==> src/rtl/svm_feature_sequencer.sv <==
// Buffers one sample's features, then streams them to the SVM core as lane-parallel
// chunks for every support vector, and returns the core's result over a handshake.
module svm_feature_sequencer #(
  parameter int FUNCTION     = 0,
  parameter int CLASS_WIDE   = 2,
  parameter int SVM_NUM      = 1024,
  parameter int FEATURE_WIDE = 7,
  parameter int FEATURE_NUM  = 11,
  parameter int LANES        = 8
) (
  input  logic                                 clk,
  input  logic                                 rst_n,
  input  logic                                 feat_valid,
  output logic                                 feat_ready,
  input  logic [FEATURE_WIDE+5:0]              feat_data,
  output logic                                 out_valid,
  input  logic                                 core_ready,
  output logic [LANES*(FEATURE_WIDE+6)-1:0]    out_data,
  output logic [10:0]                          out_sv_addr,
  output logic [4:0]                           out_chunk,
  output logic                                 out_first,
  output logic                                 out_last,
  output logic [10:0]                          out_bias_addr,
  output logic                                 out_mode,
  input  logic                                 core_done,
  input  logic [CLASS_WIDE-1:0]                core_result,
  output logic                                 res_valid,
  input  logic                                 res_ready,
  output logic [CLASS_WIDE-1:0]                res_data,
  output logic                                 busy
);

  localparam int FW     = FEATURE_WIDE + 6;
  localparam int CHUNKS = (FEATURE_NUM + LANES - 1) / LANES;
  localparam int NSLOT  = CHUNKS * LANES;

  localparam logic [5:0]  LAST_FEAT  = 6'(FEATURE_NUM - 1);
  localparam logic [4:0]  LAST_CHUNK = 5'(CHUNKS - 1);
  localparam logic [10:0] LAST_SV    = 11'(SVM_NUM - 1);

  typedef enum logic [2:0] {IDLE, LOAD, RUN, WAIT, RESULT} state_t;

  state_t              state;
  logic [5:0]          f_cnt;
  // Padded to whole chunks; slots past FEATURE_NUM are never written, so they read as 0.
  logic [NSLOT*FW-1:0] fbuf;

  always_ff @(posedge clk) begin
    if (!rst_n) begin
      state         <= LOAD;
      f_cnt         <= '0;
      fbuf          <= '0;
      out_sv_addr   <= '0;
      out_chunk     <= '0;
      out_bias_addr <= '0;
      res_data      <= '0;
      feat_ready    <= 1'b1;
      out_valid     <= 1'b0;
      res_valid     <= 1'b0;
    end else begin
      case (state)
        IDLE: begin
          fbuf       <= '0;
          f_cnt      <= '0;
          feat_ready <= 1'b1;
          state      <= LOAD;
        end
        LOAD: begin
          if (feat_valid) begin
            for (int i = 0; i < FEATURE_NUM; i++)
              if (f_cnt == 6'(i)) fbuf[i*FW +: FW] <= feat_data;
            if (f_cnt == LAST_FEAT) begin
              f_cnt       <= '0;
              feat_ready  <= 1'b0;
              out_valid   <= 1'b1;
              out_sv_addr <= '0;
              out_chunk   <= '0;
              state       <= RUN;
            end else begin
              f_cnt <= f_cnt + 6'd1;
            end
          end
        end
        RUN: begin
          if (core_ready) begin
            if (out_chunk == LAST_CHUNK) begin
              out_chunk <= '0;
              if (out_sv_addr == LAST_SV) begin
                out_sv_addr <= '0;
                out_valid   <= 1'b0;
                state       <= WAIT;
              end else begin
                out_sv_addr <= out_sv_addr + 11'd1;
              end
            end else begin
              out_chunk <= out_chunk + 5'd1;
            end
          end
        end
        WAIT: begin
          if (core_done) begin
            res_data  <= core_result;
            res_valid <= 1'b1;
            state     <= RESULT;
          end
        end
        RESULT: begin
          if (res_ready) begin
            out_bias_addr <= out_bias_addr + 11'd1;
            res_valid     <= 1'b0;
            state         <= IDLE;
          end
        end
        default: state <= LOAD;
      endcase
    end
  end

  always_comb begin
    out_data = '0;
    for (int c = 0; c < CHUNKS; c++)
      if (out_valid && out_chunk == 5'(c))
        out_data = fbuf[c*LANES*FW +: LANES*FW];
  end

  assign out_first = out_valid && (out_chunk == 5'd0);
  assign out_last  = out_valid && (out_chunk == LAST_CHUNK);
  assign out_mode  = 1'(FUNCTION);
  assign busy      = !((state == IDLE) || (state == LOAD && f_cnt == 6'd0));

endmodule

==> config.mk <==
export PLATFORM = sky130hd
export DESIGN_NAME = svm_feature_sequencer
export DESIGN_NICKNAME = d
export VERILOG_FILES = /design/src/rtl/svm_feature_sequencer.sv
export SDC_FILE = /design/constraint.sdc
export NUM_CORES = 1
export LEC_CHECK = 0
export ABC_AREA = 0
export BUFFER_PORTS_ARGS = -buffer_cell sky130_fd_sc_hd__buf_2
export CORE_AREA = 2 2 128 130
export CTS_CLUSTER_SIZE = 20
export DETAILED_ROUTE_END_ITERATION = 10
export DIE_AREA = 0 0 130 132
export PLACE_DENSITY = 0.9
export SETUP_SLACK_MARGIN = 0.05
export SYNTH_ARGS = -nofsm -noshare
export SYNTH_HDL_FRONTEND = slang
export SYNTH_SLANG_ARGS = --single-unit
==> constraint.sdc <==
create_clock -name clk -period 3 [get_ports clk]
set_input_delay 0.6 -clock clk [delete_from_list [all_inputs] [get_ports clk]]
set_output_delay 0.6 -clock clk [all_outputs]
set_load 0.01 [all_outputs]
**Word-level counts from Yosys, hierarchy flattened**

Index checks and enable logic that the tools add are counted.

- ROM bits: 0
- Input port bits: 21
- RAM bits: 0
- Memories: 0
- Flip-flop bits (word level): 184
- Bits in latches: 0
- Output and inout bits: 140

- Multiplexer cells: 49
- Equality and inequality tests: 33
- Bitwise operators: 0
- Add/sub/neg operators: 4
- Divide/modulo/power cells: 0
- Reduce and logical (&&, ||, !) cells: 30
- $lt $le $gt $ge: 0
- Multipliers: 0
- Shifts and indexed selects: 0

Operator list:

| operator | number |
|---|---|
| $pmux 143 s2 | 1 |
| $mux 104 | 2 |
| $mux 13 | 11 |
| $mux 143 | 1 |
| $mux 11 | 5 |
| $reduce_and 3->1 | 12 |
| $ne 2x2->1 const B | 17 |
| $eq 6x3->1 const B | 4 |
| $add 11x1->11 const B | 2 |
| $pmux 11 s2 | 1 |
| $mux 3 | 7 |
| $mux 5 | 4 |
| $eq 6x4->1 const B | 3 |
| $eq 6x2->1 const B | 2 |
| $mux 6 | 2 |
| $pmux 3 s4 | 1 |
| $pmux 6 s2 | 1 |
| $eq 11x10->1 const B | 1 |
| $pmux 5 s2 | 1 |
| $mux 1 | 9 |
| $reduce_and 7->1 | 1 |
| $add 6x1->6 const B | 1 |
| $eq 3x2->1 const B | 2 |
| $eq 6x1->1 const B | 1 |
| other kinds (16) | 24 |

**Longest topological paths before layout**

Gate-level depths: netlist of run 1.

- Depth in word-level cells: 5
- Gate-level depth with buffers: 7
- Gate-level depth less buffers: 7

**Worst setup path after synthesis of run 1**

OpenSTA, ideal clock, no wires.

- Path type: reg2out
- From: reg out_chunk[2]
- To: out out_data[10]
- Data required time: 2400 ps
- Arrival: 1911 ps
- Path buffers: 2
- Stages on the path, launching flop included: 7
- Slack: 489 ps
- Path through: dfxtp_1 -> nor3_1 -> and3_1 -> nor2b_1 -> clkbuf_1 -> clkbuf_1 -> a22o_1

- Cells in the longest elaborated chain, start to end: 4
- Elaborated cells between the ends (all ways): 6

RTL lines:

| what | RTL line | source |
|---|---|---|
| start, declared | 20 | `output logic [4:0] out_chunk,` |
| start signal, assigned | 96 | `out_chunk <= out_chunk + 5'd1;` |
| $logic_not 5->1 | n/a |  |
| $logic_and 1x1->1 | n/a |  |
| via out_first | 21 | `output logic out_first,` |
| $mux 104 (2 in series) | 122 | `if (out_valid && out_chunk == 5'(c))` |
| end, declared | 18 | `output logic [LANES*(FEATURE_WIDE+6)-1:0] out_data,` |

The timed path passes the listed nets, and every way through them passes these cells.

**Worst setup path after layout of run 1**

- From: reg out_chunk[0]
- To: out out_data[13]

- Cells in the longest elaborated chain, start to end: 4
- Elaborated cells between the ends (all ways): 6

RTL lines:

| what | RTL line |
|---|---|
| $logic_not 5->1 | 122 |
| $logic_and 1x1->1 | 122 |
| $mux 104 | 122 |
| $mux 104 * | 122 |

Every way passes the cells marked *; elsewhere a longest branch is shown, timed or not.

==> results.json, run 1 <==
{
  "status": "finished, final reports clean",
  "crit_chain": "ha_1 > and3_1 > buf_4 > a22o_1 > buf_2",
  "crit_path_max_fanout": 40,
  "clock.fmax_mhz": 357,
  "synth_most_common_cell": "dfxtp_1",
  "clock_latency_ns": 0.44,
  "wl_per_cell_um": 17.4,
  "routed_wl_um": 24000,
  "cts_num_sinks": 184,
  "hold_path_class": "primary input to flip-flop",
  "total_leakage_power_nw": 4.72,
  "path_clk_slew_ns": 0.06,
  "cp.buffers_inverters": 2,
  "synth_top_family_by_area": "simple AND/OR/NAND/NOR gates",
  "grt_pass1_wl_um": 38100,
  "cts_max_level": 4,
  "utilization_pct": 65.5,
  "coreArea_um2": 15700,
  "crit_path_start": "out_chunk[0]$_SDFFE_PN0P_",
  "overflow": 0,
  "yosys.area_share.adder_pct": 1.29,
  "die_height_um": 132,
  "dieArea_um2": 17200,
  "worstReg2RegStart": "out_chunk[0]$_SDFFE_PN0P_",
  "async_reset_ff_share_pct": 0,
  "grt_pass1_vias": 7320,
  "ys_top_cells_by_area": "dfxtp_1 (42%), o21a_1 (8.0%), and3_1 (7.0%), and2_1 (6.2%), nand3_1 (5.4%)",
  "powerDensity_nw_per_um2": 657,
  "cts_resized": 0,
  "tritoncts": "done",
  "holdBufCountCts": 0,
  "ios": 161,
  "syn_area_um2": 8730,
  "cts_root_buf": "clkbuf_16",
  "muxShareOfSynthArea_pct": 0.459,
  "ir_drop_v": 0.000458,
  "cp.arrival_ns": 2.20,
  "rows": 46,
  "antenna_found_initial": 0,
  "max_stage_delay_ns": 0.45,
  "maxSlewHeadroom_pct": 34.9,
  "yosys.area.top_type": "dfxtp_1",
  "period_minus_slack_ns": 2.80,
  "whs_ns": 0.436,
  "drt_iter0_drc": 783,
  "syn_inst": 1041,
  "fin_crit_sh_pct": 93.4,
  "gp_congestion": 0.876,
  "synthSimpleGateAreaFrac_pct": 30.8,
  "synth_edf_count": 0,
  "setup_viol": 0,
  "synthTopCellsByCount": "dfxtp_1 (184), nor2_1 (107), and3_1 (98)",
  "vias": 8105,
  "finClkSkew_ns": 0.0130,
  "grt_usage_pct": 27.7,
  "drv_slew": 0,
  "diodes": 0,
  "maxCapViolCount": 0,
  "tns_ns": 0,
  "cts-buffers-inserted": 17,
  "synth-main-ff-cell": "dfxtp_1",
  "crit_type": "flip-flop to output port",
  "finalHoldViolCount": 0,
  "dr.pass1.iters": 5,
  "rsz0062_at_grt": "no",
  "crit_path_start_kind": "flip-flop",
  "drive_gt1_share_pct": 18.9,
  "syn2layout_area_growth_pct": 18.0,
  "postCtsSetupBuffers": 0,
  "drcViolationCount": 0,
  "synth_xor_xnor_area_share_pct": 1.10,
  "avgSynthCellArea_um2": 8.39,
  "crit_required_ns": 2.40,
  "start_util_pct": 55.6,
  "ys_seq_area_share_pct": 42.2,
  "dpl.hpwl_um": 15300,
  "synthDistinctLibCells": 50,
  "die_w_um": 130,
  "viasPerCell": 5.86,
  "clock_path_buffers": 2,
  "path_delay_family": "buffers and inverters",
  "max_slew.worst_pin.slew_ns": 0.976,
  "yosysWarnings": 0,
  "grt_max_degree": 70,
  "slowest_stage": "dfxtp_1",
  "ant_nets": 0,
  "fin_nets": 1184,
  "synth-seq-cells": 184,
  "synth_compound_area_share_pct": 20.0,
  "end_kind": "output port",
  "synth_top_area_share_pct": 42.2,
  "hold_path_startpoint": "core_result[1]",
  "port_buffers": 159,
  "synthesis.nets": 1071
}
stage by stage:
step	setup WS, ns	cell area (µm²)	total power, mW	instances
floorplan	0.489	8730	3.87	1041
detailed placement	0.520	9690	4.50	1349
finish	0.198	10300	6.77	1383
CTS	0.0588	10300	6.71	1381
global route	0.0858	10300	7.07	1383
global placement	0.571	9690	4.46	1349
final timing paths:
kind                                                  to  slack, ns  cells past startpoint
worst max register to register     state[0]$_SDFFE_PN1P_       0.48                      6
worst min-delay path            res_data[1]$_SDFFE_PN0P_       0.44                      3
worst min register to register    fbuf[136]$_SDFFE_PN0P_       0.47                      2
worst max-delay path                        out_data[13]       0.20                      5
cells in the final DEF, fill, tap and decap left out, types with 3 or more instances in the layout:
cell,n
nand3b_1,3
a31oi_1,3
clkbuf_16,17
buf_4,18
nor3_1,13
nand4_1,11
nor2b_1,10
ha_1,9
mux2i_1,4
buf_12,6
xnor2_1,10
dfxtp_1,184
nand2_1,49
buf_2,158
o21ai_0,28
inv_1,6
a21boi_0,49
clkbuf_1,3
a21oi_1,4
or3_1,6
nand3_1,94
o21a_1,93
inv_6,4
and2_1,86
nor2_1,107
and4_1,3
and3_1,98
nand4b_1,4
o211a_1,3
a22o_1,39
nand2b_1,6
a21boi_1,4
where the power goes:
part | internal [mW] | switching (mW)
clock | 1.24 | 1.00
sequential | 2.60 | 0.122
combinational | 0.546 | 1.26
logic make-up after synthesis:
| logic type | count (synthesis) |
|---|---|
| AOI/OAI and AO/OA | 234 |
| other | 1 |
| and+or+nand+nor | 504 |
| adders and majority gates | 9 |
| buffers and inverters | 94 |
| xor gates and xnor gates | 11 |
| muxes | 4 |
| DFF | 184 |
worst min-delay path: stages:
cell and delay (ns):
buf_2 0.07, mux2i_1 0.05, nor2b_1 0.10
layer usage:
metal  GRT usage, %  part of all wire [%]
met5              0                     0
met4           9.86                   2.5
met3           6.33                   8.6
met2           42.8                    46
met1           37.7                    43
state kept, by name, indices dropped and copies added (netlist names):
register,count
f_cnt,6
feat_ready,1
out_valid,1
state,3
res_data,2
out_bias_addr,11
fbuf,143
out_sv_addr,11
out_chunk,5
res_valid,1
cell type report:
class | count | area, µm²
Tap cell | 216 | 270
Inverter | 6 | 22.5
Sequential cell | 184 | 3680
Fill cell | 1294 | 5410
Clock inverter | 12 | 140
Multi-Input combinational cell | 763 | 4700
Clock buffer | 20 | 437
Timing Repair Buffer | 182 | 1050
Power figures use the tool's default switching activity.
==> run 2: changes to the inputs <==
--- a/config.mk
+++ b/config.mk
@@ -7,11 +7,11 @@
 export LEC_CHECK = 0
 export ABC_AREA = 0
 export BUFFER_PORTS_ARGS = -buffer_cell sky130_fd_sc_hd__buf_2
-export CORE_AREA = 2 2 128 130
+export CORE_AREA = 2 2 151 153
 export CTS_CLUSTER_SIZE = 20
 export DETAILED_ROUTE_END_ITERATION = 10
-export DIE_AREA = 0 0 130 132
-export PLACE_DENSITY = 0.9
+export DIE_AREA = 0 0 153 155
+export PLACE_DENSITY = 0.7
 export SETUP_SLACK_MARGIN = 0.05
 export SYNTH_ARGS = -nofsm -noshare
 export SYNTH_HDL_FRONTEND = slang
==> results.json, run 2 (synthesized netlist as in run 1, its figures left out) <==
{
  "ant_nets": 0,
  "hold_end": "res_data[0]$_SDFFE_PN0P_",
  "hold_path_class": "primary input to flip-flop",
  "placed_area_um2": 9770,
  "ios": 161,
  "finClkSkew_ns": 0.0111,
  "clock_latency_ns": 0.43,
  "grt_usage_pct": 20.8,
  "maxSlewHeadroom_pct": 46.0,
  "n_fill_cell": 2214,
  "setup_viol": 0,
  "path_clk_slew_ns": 0.07,
  "max_slew.worst_pin.slew_ns": 0.808,
  "vias": 7914,
  "finalHoldViolCount": 0,
  "dpl.hpwl_um": 16300,
  "power_frac_clock_pct": 33.5,
  "rows": 55,
  "finalPower_mw": 6.81,
  "period_minus_slack_ns": 2.72,
  "worstReg2RegStart": "out_chunk[0]$_SDFFE_PN0P_",
  "r2r_cells": 6,
  "drive_gt1_share_pct": 19.1,
  "utilization_pct": 46.8,
  "layout_commonest_cell": "dfxtp_1",
  "drv_slew": 0,
  "r2r-end": "state[0]$_SDFFE_PN1P_",
  "routed_wl_um": 25200,
  "reg.largest.list": "fbuf (143), out_bias_addr (11), out_sv_addr (11)",
  "mostFrequentLayoutCells": "dfxtp_1 (184), buf_2 (158), nor2_1 (107)",
  "drt_iter0_drc": 579,
  "hold_depth": 3,
  "fin_crit_sh_pct": 90.8,
  "coreArea_um2": 22200,
  "start_util_pct": 39.3,
  "cts-buffers-inserted": 17,
  "p_seq_share_pct": 40.0,
  "dp_slack_ns": 0.515,
  "rsz0062_at_grt": "no",
  "viasPerCell": 5.45,
  "swShare_pct": 35.1,
  "p_int_mw": 4.42,
  "drcViolationCount": 0,
  "fin_area_um2": 10400,
  "fin_nets": 1184,
  "dieArea_um2": 23700,
  "grt_pass1_vias": 7076,
  "hold_path_startpoint": "core_result[0]",
  "r2r_slack_ns": 0.53,
  "cp.arrival_ns": 2.12,
  "total_leakage_power_nw": 4.74,
  "antenna_found_initial": 0,
  "cts_num_sinks": 184,
  "powerDensity_nw_per_um2": 655,
  "largest_reg_flops": 143,
  "crit_path_start_kind": "flip-flop",
  "largest_register": "fbuf",
  "gp_congestion": 0.855,
  "diodes": 0,
  "crit_required_ns": 2.40,
  "port_buffers": 159,
  "holdBufCountCts": 0,
  "crit_path_max_fanout": 22,
  "status": "finished, final reports clean",
  "worst_slack_ns": 0.276,
  "overflow": 0,
  "cts_max_level": 4,
  "cts_root_buf": "clkbuf_16",
  "clock_path_buffers": 2,
  "syn2layout_area_growth_pct": 19.0,
  "maxCapViolCount": 0,
  "die_height_um": 155,
  "tns_ns": 0,
  "grt_max_degree": 70,
  "clock.fmax_mhz": 367,
  "crit_type": "flip-flop to output port",
  "die_w_um": 153,
  "end_kind": "output port",
  "grt_pass1_wl_um": 39500,
  "wl_per_cell_um": 17.3,
  "tritoncts": "done",
  "ir_drop_v": 0.000408,
  "power_switching_mw": 2.39,
  "combPwrFrac_pct": 26.4,
  "dr.pass1.iters": 5
}
[run 2: how the worst max path moves through the flow]
stage / from / end / cells after the start
finish: out_chunk[2]$_SDFFE_PN0P_ / out_data[13] / 6
CTS: out_chunk[0]$_SDFFE_PN0P_ / out_data[27] / 5
global route: out_chunk[2]$_SDFFE_PN0P_ / out_data[36] / 6
detailed placement: out_chunk[2]$_SDFFE_PN0P_ / out_data[9] / 6
floorplan: out_chunk[2]$_SDFFE_PN0P_ / out_data[10] / 6
global placement: out_chunk[2]$_SDFFE_PN0P_ / out_data[23] / 6
[run 2: metal layers]
metal  wire length, µm  global-route usage (%)
met5                 0                       0
met1             11900                    29.4
met3              1770                    4.79
met4               556                    6.61
met2             11000                    31.5
[run 2: layout make-up]
type	instances	area, µm²	area share (%)
clock buffers	21	470	4.53
well taps	285	357	3.43
multi-input cells	763	4700	45.3
inverters	6	22.5	0.217
clock inverters	11	119	1.14
repair buffers	182	1040	9.98
flip-flops and latches	184	3680	35.4
[run 2: power groups by stage]
stage / clock network (mW) / registers, mW / logic, mW
after floorplan: 0 / 2.73 / 1.14
after global placement: 0 / 2.78 / 1.73
after detailed placement: 0 / 2.78 / 1.75
after CTS: 2.32 / 2.72 / 1.79
after global routing: 2.42 / 2.74 / 1.96
final: 2.28 / 2.72 / 1.80
[run 2: per-stage QoR]
stage	hold slack [ns]	instances
final	0.418	1452
after global routing	0.437	1452
after CTS	0.408	1452
after detailed placement	0.459	1418
after global placement	0.455	1418
after floorplan	0.444	1041
[run 2: critical path, stage by stage, from the launching register on]
cell and delay, ns:
dfxtp_1 0.37, nor3_2 0.24, and3_1 0.20, nor2b_4 0.24, buf_4 0.30, a22o_1 0.19
buf_2 0.13
[run 2: timing repair]
action / in CTS / in global routing
buffers inserted: 2 / 0
gates resized for setup: 0 / 2
endpoints found under the setup margin: 5 / 17
cloned: 0 / 0
